--- src/rtl/kb_array.sv ---
// kb_array: WIDTH KB flip-flop cells sharing clock and reset, with KB/COUNT/SHIFT/HOLD modes,
// adjacent-bit equality, wrap pulse and saturating change counter. Optional par output: KB_ARRAY_PARITY_EN.
module kb_array #(
  parameter int WIDTH = 8,
  parameter int CNT_W = 8
) (
  input  logic             clk,
  input  logic             rst,
  input  logic             en,
  input  logic [1:0]       mode,
  input  logic [WIDTH-1:0] k,
  input  logic [WIDTH-1:0] b,
  input  logic             sin,
  output logic [WIDTH-1:0] q,
  output logic [WIDTH-2:0] z,
  output logic             wrap,
  output logic [CNT_W-1:0] chg_cnt
`ifdef KB_ARRAY_PARITY_EN
  ,
  output logic             par
`endif
);

  typedef enum logic [1:0] {
    MODE_KB    = 2'b00,
    MODE_COUNT = 2'b01,
    MODE_SHIFT = 2'b10,
    MODE_HOLD  = 2'b11
  } mode_e;

  localparam logic [CNT_W-1:0] ChgMax = {CNT_W{1'b1}};

  mode_e            modeSel;
  logic [WIDTH-1:0] cellQ_q, cellQ_d;
  logic [WIDTH-1:0] effK, effB;
  logic             wrap_q, wrap_d;
  logic [CNT_W-1:0] chg_q, chg_d;
  logic             carry;

  function automatic logic kbCell(input logic cur, input logic kIn, input logic bIn);
    case ({kIn, bIn})
      2'b00:   kbCell = ~cur;
      2'b01:   kbCell = 1'b0;
      2'b10:   kbCell = 1'b1;
      default: kbCell = cur;
    endcase
  endfunction

  assign modeSel = mode_e'(mode);

  // COUNT mode reuses the KB cells: a bit toggles (0,0) only when every lower bit is 1.
  always_comb begin
    effK    = k;
    effB    = b;
    carry   = 1'b1;
    cellQ_d = cellQ_q;
    wrap_d  = 1'b0;
    if (modeSel == MODE_COUNT) begin
      for (int i = 0; i < WIDTH; i++) begin
        effK[i] = ~carry;
        effB[i] = ~carry;
        carry   = carry & cellQ_q[i];
      end
    end
    if (en) begin
      case (modeSel)
        MODE_KB, MODE_COUNT: begin
          for (int i = 0; i < WIDTH; i++) begin
            cellQ_d[i] = kbCell(cellQ_q[i], effK[i], effB[i]);
          end
          wrap_d = (modeSel == MODE_COUNT) && (&cellQ_q);
        end
        MODE_SHIFT: cellQ_d = {cellQ_q[WIDTH-2:0], sin};
        default:    cellQ_d = cellQ_q;
      endcase
    end
  end

  always_comb begin
    chg_d = chg_q;
    if ((cellQ_d != cellQ_q) && (chg_q != ChgMax)) begin
      chg_d = chg_q + 1'b1;
    end
  end

  always_ff @(posedge clk or posedge rst) begin
    if (rst) begin
      cellQ_q <= '0;
      wrap_q  <= 1'b0;
      chg_q   <= '0;
    end else begin
      cellQ_q <= cellQ_d;
      wrap_q  <= wrap_d;
      chg_q   <= chg_d;
    end
  end

`ifdef KB_ARRAY_PARITY_EN
  logic par_q;

  // Parity of the post-edge state; with en=0 cellQ_d equals cellQ_q so it holds naturally.
  always_ff @(posedge clk or posedge rst) begin
    if (rst) begin
      par_q <= 1'b0;
    end else begin
      par_q <= ^cellQ_d;
    end
  end

  assign par = par_q;
`endif

  assign q       = cellQ_q;
  assign z       = ~(cellQ_q[WIDTH-2:0] ^ cellQ_q[WIDTH-1:1]);
  assign wrap    = wrap_q;
  assign chg_cnt = chg_q;

endmodule

--- config.mk ---
export PLATFORM = sky130hd
export DESIGN_NAME = kb_array
export DESIGN_NICKNAME = d
export VERILOG_FILES = /design/src/rtl/kb_array.sv
export SDC_FILE = /design/constraint.sdc
export NUM_CORES = 1
export LEC_CHECK = 0
export CAP_MARGIN = 30
export CORE_UTILIZATION = 53
export DETAILED_ROUTE_END_ITERATION = 7
export HOLD_SLACK_MARGIN = 0.15
export PLACE_DENSITY = 0.87
export SYNTH_ARGS = -nofsm -noshare
export SYNTH_HDL_FRONTEND = slang
export SYNTH_SLANG_ARGS = --single-unit
--- constraint.sdc ---
create_clock -name clk -period 4.6 [get_ports clk]
set_input_delay 0.92 -clock clk [delete_from_list [all_inputs] [get_ports clk]]
set_output_delay 0.92 -clock clk [all_outputs]
set_load 0.01 [all_outputs]
Yosys cells after proc, flatten, opt, wreduce, memory -nomap -nowiden

Index checks and enable logic that the tools add are counted.

Output and inout bits: 24
Input port bits: 22
Logic and storage cells: 73
Flip-flop bits (word level): 17

Reductions and logical operators: 13
Multiplexer cells: 14
Equality and inequality tests: 20
Bitwise logic cells: 22
$add $sub $neg: 1

Operators by type and width:

| kind                                                            | number |
|---|---|
| 8-bit two-way mux                                               | 3 |
| 1-bit case mux with 3 select lines                              | 8 |
| 2-bit by 1-bit == test with 1-bit output, second input constant | 9 |
| 2-bit == test, second input constant                            | 9 |
| 2-bit zero test                                                 | 9 |
| 8-bit case mux with 2 select lines                              | 1 |
| 1-bit inverter                                                  | 14 |
| 8-bit by 1-bit adder with 8-bit output, second input constant   | 1 |
| 8-bit inequality test                                           | 1 |
| 8-bit inequality test, second input constant                    | 1 |
| 8-bit AND reduction                                             | 1 |
| 7-bit inverter                                                  | 1 |
| 7-bit XOR                                                       | 1 |
| 1-bit bitwise AND                                               | 6 |
| 1-bit logical AND                                               | 2 |
| 1-bit two-way mux                                               | 2 |
| 2-bit OR reduction                                              | 1 |

Logic depth before layout (Yosys ltp)

Gate-level depths: netlist (run 1).

Depth in word-level cells: 14
Mapped depth: 9
Mapped depth without buffers: 7

Worst setup path after synthesis (run 1)

No wires, ideal clock.

Path kind: input -> register
Start point: input port mode[1]
End point: register chg_q[4], in the netlist chg_cnt[4]
Library setup time: 0.128 ns
Slack: 1.802 ns
Stages: 8
Data required time: 4.472 ns
Path buffers: 2
Arrival time: 2.670 ns
Cell sequence: buf_6 -> buf_6 -> nor2_1 -> a211oi_1 -> mux2i_1 -> nand4_1 -> o311ai_2 -> mux2_1

Cells in the longest elaborated chain, start to end: 8
Elaborated cells between the ends (all ways): 42
Those cells by class: 19 x eq/ne; 12 x mux; 11 x reduce/logical

RTL lines:

| element                                     | RTL line | source |
|---|---|---|
| start: declaration                          | 10       | `input logic [1:0] mode,` |
| 2-bit by 1-bit == test with 1-bit output    | 58, 66   |  |
| 8-bit two-way mux                           | 58       | `if (modeSel == MODE_COUNT) begin` |
| 2-bit == test, or another cell as far along | 41       | `case ({kIn, bIn})` |
| 1-bit case mux with 3 select lines          | 41       |  |
| 8-bit case mux with 2 select lines *        | 66       | `case (modeSel)` |
| 8-bit two-way mux *                         | 65       | `if (en) begin` |
| 8-bit inequality test *                     | 81       | `if ((cellQ_d != cellQ_q) && (chg_q != ChgMax)) begin` |
| 1-bit logical AND *                         | 81       |  |
| end signal: assignment                      | 94       | `chg_q <= chg_d;` |
| end: declaration                            | 37       | `logic [CNT_W-1:0] chg_q, chg_d;` |

Every way passes the cells marked *; elsewhere a longest branch is shown, timed or not.
A chain may end at the register's enable or synchronous reset.

Worst setup path in the final report (run 1)

Start point: input port mode[1]
End point: register chg_q[7], in the netlist chg_cnt[7]

The elaborated chain is that of the path after synthesis.

==> results.json, run 1 <==
{
  "power.density_nw_per_um2": 444,
  "clock.fmax_mhz": 278,
  "root_buffer": "clkbuf_4",
  "clk_pin_slew_worst_paths_ps": 110,
  "utilization_pct": 71.2,
  "cts_tree": "done",
  "period_needed_ps": 3590,
  "final_max_slew_viol_count": 0,
  "criticalPathCategory": "in2reg",
  "cp-startpoint": "mode[1]",
  "wl_mm": 4.27,
  "drc": 0,
  "htree_levels": 1,
  "critPathLaunchType": "input port",
  "synth_warnings": 0,
  "postSynthCellCount": 217,
  "synth_flop_cell": "dfrtp_1",
  "area_delta_synth_final_pct": 27.4,
  "io_buffers": 45,
  "fin_skew_ps": 1.79,
  "grt_pass1_wl_mm": 6.82,
  "drive_gt1_share_pct": 5.91,
  "viasPerCell": 6.02,
  "grt_pass1_vias": 1465,
  "n_antenna_cell": 0,
  "vdd_drop_max_mv": 0.242,
  "fin_tns_setup_ps": 0,
  "min_to": "chg_cnt[0]",
  "synth-seq-cells": 17,
  "avgRoutedWirePerCell_um": 14.3,
  "final_common_cell": "clkdlybuf4s50_1",
  "cts_buffers": 3,
  "hold_viol_final": 0,
  "final_cell_mix": "45 x clkdlybuf4s50_1, 19 x nor2_1, 17 x dfrtp_1",
  "die_w_um": 58.7,
  "syn_area_sq_um": 1710,
  "post_cts.repair.setup_buffers": 0,
  "start_util_pct": 55.9,
  "antenna_found_initial": 0,
  "worst_slew_pin_slew_ps": 681,
  "fp-row-count": 20,
  "crit_required_ps": 4790,
  "min_from": "chg_cnt[0]",
  "insertion_delay_ps": 300,
  "hold_path.class": "reg2reg",
  "cts.sinks": 17,
  "grtUsageTotal_pct": 25.4,
  "yosysSeqAreaShare_pct": 24.9,
  "top_level_ports": 46,
  "synth_edf_count": 0,
  "setup_violations": 0,
  "syn_nets": 244,
  "finalCritPeriodShare_pct": 78.1,
  "cts_resized": 0,
  "maxCapViolCount": 0,
  "finalWeightedCongestion": 0.899,
  "min_delay_path_depth": 1,
  "nFillCells": 257,
  "leakagePower_nw": 0.853,
  "die_area_sq_um": 3450,
  "grt_start_max_net_pins": 22,
  "hold_buffers": 0,
  "fin_nets": 282,
  "dpl.hpwl_mm": 3.10,
  "dieHeight_um": 58.7,
  "gr-total-overflow": 0,
  "drt_pre_antenna_iters": 4,
  "synth_cell_types": 56,
  "routed-via-count": 1794,
  "synthArstFlopShare_pct": 100,
  "antenna_left": 0,
  "syn_area_per_cell_sq_um": 7.86,
  "dr.first_iter.drc_count": 145,
  "cts.path.max_buffers": 2,
  "worst_r2r_path_depth": 7,
  "grt_setup_unrepaired": "no",
  "slew_headroom_pct": 54.5,
  "cp_max_fo": 21,
  "status": "finished clean",
  "r2r_end": "chg_cnt[7]",
  "fp.coreArea_sq_um": 3050,
  "crit_path_end_kind": "flip-flop",
  "reg2reg_slack_ps": 1720,
  "r2r_start": "q[1]",
  "cp.arrival_ps": 3790
}
## routing by layer
layer  track usage (%)  wire length [um]  vias to the layer above  part of all wire (%)
met5                 0                 0                        -                     0
met4              5.44                26                        0                  0.61
met3              2.64               295                        2                   6.9
met2              38.8              1950                       86                    46
met1              38.5              2010                      823                    47
li1                  -                 -                      883                     -
## report_power, final
group / leakage (nW) / total (W) / switching (W) / internal (W)
registers: 0.202 / 0.000316 / 0.000112 / 0.000205
clock network: 0.0177 / 0.0000857 / 0.0000533 / 0.0000324
logic: 0.633 / 0.000564 / 0.000249 / 0.000316
## layout make-up
cell class / instances / area (sq um) / share of cell area [%]
multi-input cells: 173 / 1150 / 52.8
flip-flops and latches: 17 / 425 / 19.6
repair buffers: 48 / 473 / 21.7
inverters: 12 / 45.0 / 2.07
clock buffers: 3 / 22.5 / 1.04
clock inverters: 1 / 5.00 / 0.230
well taps: 44 / 55.1 / 2.53
## how the worst max path moves through the flow
stage	end	slack (ps)	cells after the start
6_report	chg_cnt[7]	1010	7
5_1_grt	chg_cnt[2]	810	7
4_1_cts	chg_cnt[1]	1050	7
3_5_place_dp	chg_cnt[2]	750	7
3_3_place_gp	chg_cnt[1]	820	7
2_1_floorplan	chg_cnt[4]	1800	8
## per-stage QoR
step / std cells / hold slack, ps / total power (W) / setup slack, ps / cell area, sq um
3_3_place_gp: 294 / 527 / 0.000874 / 819 / 2150
5_1_grt: 298 / 590 / 0.00104 / 809 / 2170
6_report: 298 / 538 / 0.000966 / 1010 / 2170
2_1_floorplan: 217 / 549 / 0.000621 / 1800 / 1710
4_1_cts: 298 / 543 / 0.000966 / 1050 / 2170
3_5_place_dp: 294 / 524 / 0.000882 / 749 / 2150
## logic make-up after synthesis
logic type / after synthesis / synth area share (%)
xor+xnor: 4 / 2.05
compound gates: 74 / 30.6
fa+ha+maj: 5 / 3.67
mux: 12 / 7.40
buf+inv: 27 / 7.77
simple gates: 78 / 23.5
flops: 17 / 24.9
## worst max-delay path, cell delays in order
cell and delay [ps]:
clkdlybuf4s50_1 880, and4b_1 320, a211oi_1 350, mux2i_1 270, nand4_1 320, o31ai_1 370
mux2_1 340
## registers in the layout, summed over array words and instances (netlist names)
| register | count |
|---|---|
| chg_cnt | 8 |
| q | 8 |
| wrap | 1 |
## cell usage after synthesis, drive strengths merged (4+ instances only)
library cell  instances  share of area (%)
clkbuf                7                1.5
ha                    5                3.7
nor3                  5                1.5
nor2b                11                4.5
xnor2                 4                2.1
o22ai                 4                1.5
o31ai                 5                3.0
mux2i                 7                4.1
o21a                  4                1.8
a21oi                12                3.7
nand2b                4                1.5
nor2                 19                4.2
nand2                15                3.3
o21ai                17                5.0
dfrtp                17                 25
o211ai                4                1.8
inv                  12                2.6
nand4                 4                1.5
a211oi                4                1.8
buf                   8                3.6
mux2                  5                3.3
nand3                 9                2.6
or3                   4                1.5
Power figures use the tool's default switching activity.
==> inputs of run 2 (changes only) <==
- CORE_UTILIZATION: 53 -> 49
- PLACE_DENSITY: 0.87 -> 0.81
- clock period: 4.6 -> 3.5 ns (I/O delays scaled with it)
==> run 2 against run 1 <==
Effect of this change: via count increased by 2.5%; highest routed layer unchanged; first-iteration DRC count fell by 23%; global-route usage increased by 0.17 points; critical endpoint is now chg_cnt[2]; register-to-register slack got worse by 1000 ps; sequential share of layout area is 0.35 points lower; final cell count rose by 2.3%; die area is 7.9% higher; total power increased by 33%; clock power rose by 30%; largest cell class unchanged; worst hold slack better by 22 ps; count of clock-buffer cells in the layout unchanged.
==> results.json, run 2 (synthesis results as in run 1) <==
{
  "root_buffer": "clkbuf_4",
  "cp-startpoint": "mode[1]",
  "worst_slew_pin_slew_ps": 671,
  "dr.first_iter.drc_count": 112,
  "antenna_left": 0,
  "slew_headroom_pct": 55.2,
  "cp_max_fo": 16,
  "drive_gt1_share_pct": 7.72,
  "cts_tree": "done",
  "antenna_found_initial": 0,
  "leakagePower_nw": 0.877,
  "hold_viol_final": 0,
  "routed-via-count": 1839,
  "fp-row-count": 21,
  "critPathLaunchType": "input port",
  "final_common_cell": "clkdlybuf4s50_1",
  "multi_input_area_sq_um": 1150,
  "clk_pin_slew_worst_paths_ps": 100,
  "hold_path.class": "reg2reg",
  "area_delta_synth_final_pct": 29.8,
  "grtUsageTotal_pct": 25.6,
  "whs_ps": 560,
  "n_antenna_cell": 0,
  "maxCapViolCount": 0,
  "avgRoutedWirePerCell_um": 14.7,
  "cts_buffers": 3,
  "vdd_drop_max_mv": 0.283,
  "die_w_um": 61.0,
  "wl_mm": 4.50,
  "viasPerCell": 6.03,
  "final_max_slew_viol_count": 0,
  "r2r_end": "chg_cnt[2]",
  "finalWeightedCongestion": 0.984,
  "drt_pre_antenna_iters": 5,
  "power.density_nw_per_um2": 581,
  "fin_nets": 287,
  "cp.arrival_ps": 3260,
  "grt_start_max_net_pins": 18,
  "fin_skew_ps": 11.9,
  "slowest_stage": "clkdlybuf4s50_1",
  "regArea_sq_um": 425,
  "worst_r2r_path_depth": 7,
  "cts.sinks": 17,
  "final_cell_mix": "45 x clkdlybuf4s50_1, 19 x nor2_1, 17 x dfrtp_1",
  "crit_required_ps": 3690,
  "finalCritPeriodShare_pct": 87.9,
  "insertion_delay_ps": 300,
  "clock.fmax_mhz": 325,
  "gr-total-overflow": 0,
  "fp.coreArea_sq_um": 3340,
  "status": "finished clean",
  "hold_buffers": 0,
  "top_level_ports": 46,
  "cts_resized": 0,
  "criticalPathCategory": "in2reg",
  "reg2reg_slack_ps": 670,
  "grt_pass1_wl_mm": 7.10,
  "cp_cell_sequence": "clkdlybuf4s50_1, buf_4, nor2_1, a211oi_1, mux2i_1, nand4_1, o31ai_1, mux2_1",
  "dpl.hpwl_mm": 3.39,
  "period_needed_ps": 3080,
  "drc": 0,
  "dieHeight_um": 61.0,
  "io_buffers": 45,
  "post_cts.repair.setup_buffers": 0,
  "start_util_pct": 51.1,
  "r2r_start": "q[1]",
  "slowest_delay_ps": 610,
  "fin_tns_setup_ps": 0,
  "crit_path_end_kind": "flip-flop",
  "grt_setup_unrepaired": "no",
  "htree_levels": 1,
  "grt_pass1_vias": 1565,
  "nFillCells": 297,
  "cts.path.max_buffers": 2,
  "setup_violations": 0,
  "die_area_sq_um": 3720,
  "cp-endpoint": "chg_cnt[2]"
}
[run 2: final cells by class]
class	instances	area share (%)
multi-input combinational	173	51.9
timing repair buffer	53	23.1
sequential	17	19.2
tap	46	2.60
inverter	12	2.03
clock buffer	3	1.02
clock inverter	1	0.226
[run 2: worst min-delay path by stage]
| stage | start | to | cells past startpoint |
|---|---|---|---|
| floorplan | chg_cnt[0] | chg_cnt[0] | 1 |
| global placement | chg_cnt[0] | chg_cnt[0] | 1 |
| detailed placement | chg_cnt[0] | chg_cnt[0] | 1 |
| CTS | chg_cnt[0] | chg_cnt[0] | 1 |
| global route | chg_cnt[0] | chg_cnt[0] | 1 |
| finish | chg_cnt[0] | chg_cnt[0] | 1 |
[run 2: critical path: cells and delay by family]
kind	cells	cell delay, ps
AO/OA/AOI/OAI	2	710
multiplexers	2	620
AND/OR/NAND/NOR	2	370
buffers and inverters	2	870
[run 2: report_power, final]
part,internal (W),total [W],switching (W)
Clock,0.0000426,0.000111,0.0000688
Sequential,0.000269,0.000419,0.000150
Combinational,0.000424,0.000757,0.000333
[run 2: metal layers]
| layer | part of all wire [%] | global-route usage, % |
|---|---|---|
| met1 | 46 | 35.6 |
| met2 | 46 | 40.5 |
| met3 | 7.2 | 6.30 |
| met4 | 1.0 | 5.19 |
| met5 | 0 | 0 |
[run 2: through the flow]
stage               std cells  total power (W)  utilization [%]  instance area (sq um)  setup WS (ps)
CTS                       305          0.00129             66.4                   2210            428
detailed placement        301          0.00118             65.5                   2190            102
global route              305          0.00139             66.4                   2210            274
global placement          301          0.00116             65.5                   2190            246
floorplan                 217         0.000816                -                   1710            922
finish                    305          0.00129             66.4                   2210            422
==> inputs of run 3 (changes only) <==
- CORE_ASPECT_RATIO: unset -> 1.1
==> run 3 against run 2 <==
Effect of this change: first-iteration DRC count shrank 25%; die area is essentially flat; clock skew grew 1.5 ps; utilization is essentially flat; clock power grew 5%; combinational power shrank 0.9%; sequential power shrank 1%; via count shrank 2.9%; critical endpoint unchanged; highest routed layer unchanged.
==> results.json, run 3 (synthesis results as in run 1) <==
{
  "period_needed_ps": 3160,
  "dr.first_iter.drc_count": 84,
  "slew_headroom_pct": 53.3,
  "cp.arrival_ps": 3350,
  "finalCritPeriodShare_pct": 90.4,
  "htree_levels": 1,
  "gr-total-overflow": 0,
  "clk_pin_slew_worst_paths_ps": 110,
  "fp.coreArea_sq_um": 3330,
  "critPathLaunchType": "input port",
  "final_common_cell": "clkdlybuf4s50_1",
  "fin_skew_ps": 13.4,
  "vdd_drop_max_mv": 0.474,
  "setup_violations": 0,
  "switchingPower_w": 0.000549,
  "die_w_um": 58.3,
  "clkPwrFrac_pct": 9.0,
  "drive_gt1_share_pct": 7.36,
  "pwr-share-comb_pct": 58.6,
  "antenna_found_initial": 0,
  "routed-via-count": 1785,
  "post_cts.repair.setup_buffers": 0,
  "crit_path_end_kind": "flip-flop",
  "worst_r2r_path_depth": 7,
  "cts.sinks": 17,
  "antenna_left": 0,
  "area_delta_synth_final_pct": 29.5,
  "top_level_ports": 46,
  "finalWeightedCongestion": 0.915,
  "maxCapViolCount": 0,
  "grtUsageTotal_pct": 26.1,
  "drc": 0,
  "cts_resized": 0,
  "place_ws_ps": 50.6,
  "criticalPathCategory": "in2reg",
  "dieHeight_um": 63.9,
  "wl_mm": 4.50,
  "worst_slack_ps": 336,
  "hold_viol_final": 0,
  "min_delay_path_depth": 1,
  "fp-row-count": 22,
  "power.density_nw_per_um2": 579,
  "fin_tns_setup_ps": 0,
  "hold_buffers": 0,
  "whs_ps": 529,
  "insertion_delay_ps": 310,
  "avgRoutedWirePerCell_um": 14.7,
  "grt_start_max_net_pins": 26,
  "leakagePower_nw": 0.872,
  "worst_slew_pin_slew_ps": 700,
  "stdcell_area_sq_um": 2210,
  "hold_path.class": "reg2reg",
  "crit_required_ps": 3690,
  "fin_nets": 286,
  "drt_pre_antenna_iters": 4,
  "die_area_sq_um": 3720,
  "io_buffers": 45,
  "grt_pass1_vias": 1633,
  "grt_setup_unrepaired": "no",
  "grt_pass1_wl_mm": 7.60,
  "cts.path.max_buffers": 2,
  "p_sw_share_pct": 42.9,
  "cts_buffers": 3,
  "final_cell_mix": "45 x clkdlybuf4s50_1, 19 x nor2_1, 17 x dfrtp_1",
  "power_frac_seq_pct": 32.3,
  "final_max_slew_viol_count": 0,
  "place_area_sq_um": 2180,
  "cp_max_fo": 12,
  "status": "finished clean",
  "dpl.hpwl_mm": 3.35,
  "n_antenna_cell": 0,
  "root_buffer": "clkbuf_4",
  "start_util_pct": 51.2,
  "p_int_w": 0.000731,
  "viasPerCell": 5.83,
  "cts_tree": "done",
  "clock.fmax_mhz": 316
}
-- run 3: cell types whose count changed in the layout (fill, tap and decap cells not counted), sizes merged --
cell / before / now
buf: 8 / 7
-- run 3: critical path, stage by stage --
cell and delay (ps):
clkdlybuf4s50_1 690, and4b_1 280, a211oi_1 340, mux2i_1 300, nand4_1 320, o31ai_1 370, mux2_1 350
-- run 3: path summary, 6_finish.rpt --
path / start / end / slack (ps)
worst min-delay path: chg_cnt[0] / chg_cnt[0] / 530
min in group asynchronous: rst / q[5] / 790
worst max-delay path: mode[1] / chg_cnt[2] / 340
worst min register to register: chg_cnt[0] / chg_cnt[0] / 530
max in group asynchronous: rst / chg_cnt[5] / 2260
worst max register to register: q[1] / chg_cnt[2] / 580
-- run 3: through the flow --
step / cells / total power [W] / util (%)
CTS: 306 / 0.00128 / 66.3
floorplan: 217 / 0.000816 / -
detailed placement: 302 / 0.00117 / 65.5
global route: 306 / 0.00138 / 66.3
global placement: 302 / 0.00115 / 65.5
finish: 306 / 0.00128 / 66.3
-- run 3: final cells by class --
class                   instances  area, sq um
fillers                       287         1120
multi-input cells             173         1150
flip-flops and latches         17          425
well taps                      48         60.1
clock buffers                   3         22.5
clock inverters                 1         5.00
repair buffers                 52          503
inverters                      12         45.0
-- run 3: power by group through the flow --
stage | combinational, W | clock (W) | sequential, W
floorplan | 0.000433 | 0 | 0.000383
global placement | 0.000737 | 0 | 0.000414
detailed placement | 0.000748 | 0 | 0.000417
CTS | 0.000753 | 0.000118 | 0.000412
global route | 0.000820 | 0.000125 | 0.000431
finish | 0.000750 | 0.000116 | 0.000414
-- run 3: metal layers --
metal | global-route usage [%] | part of all wire [%] | up-vias
li1 | - | - | 883
met1 | 34.3 | 44 | 826
met2 | 44.0 | 49 | 72
met3 | 5.06 | 5.9 | 4
met4 | 5.65 | 0.84 | 0
met5 | 0 | 0 | -
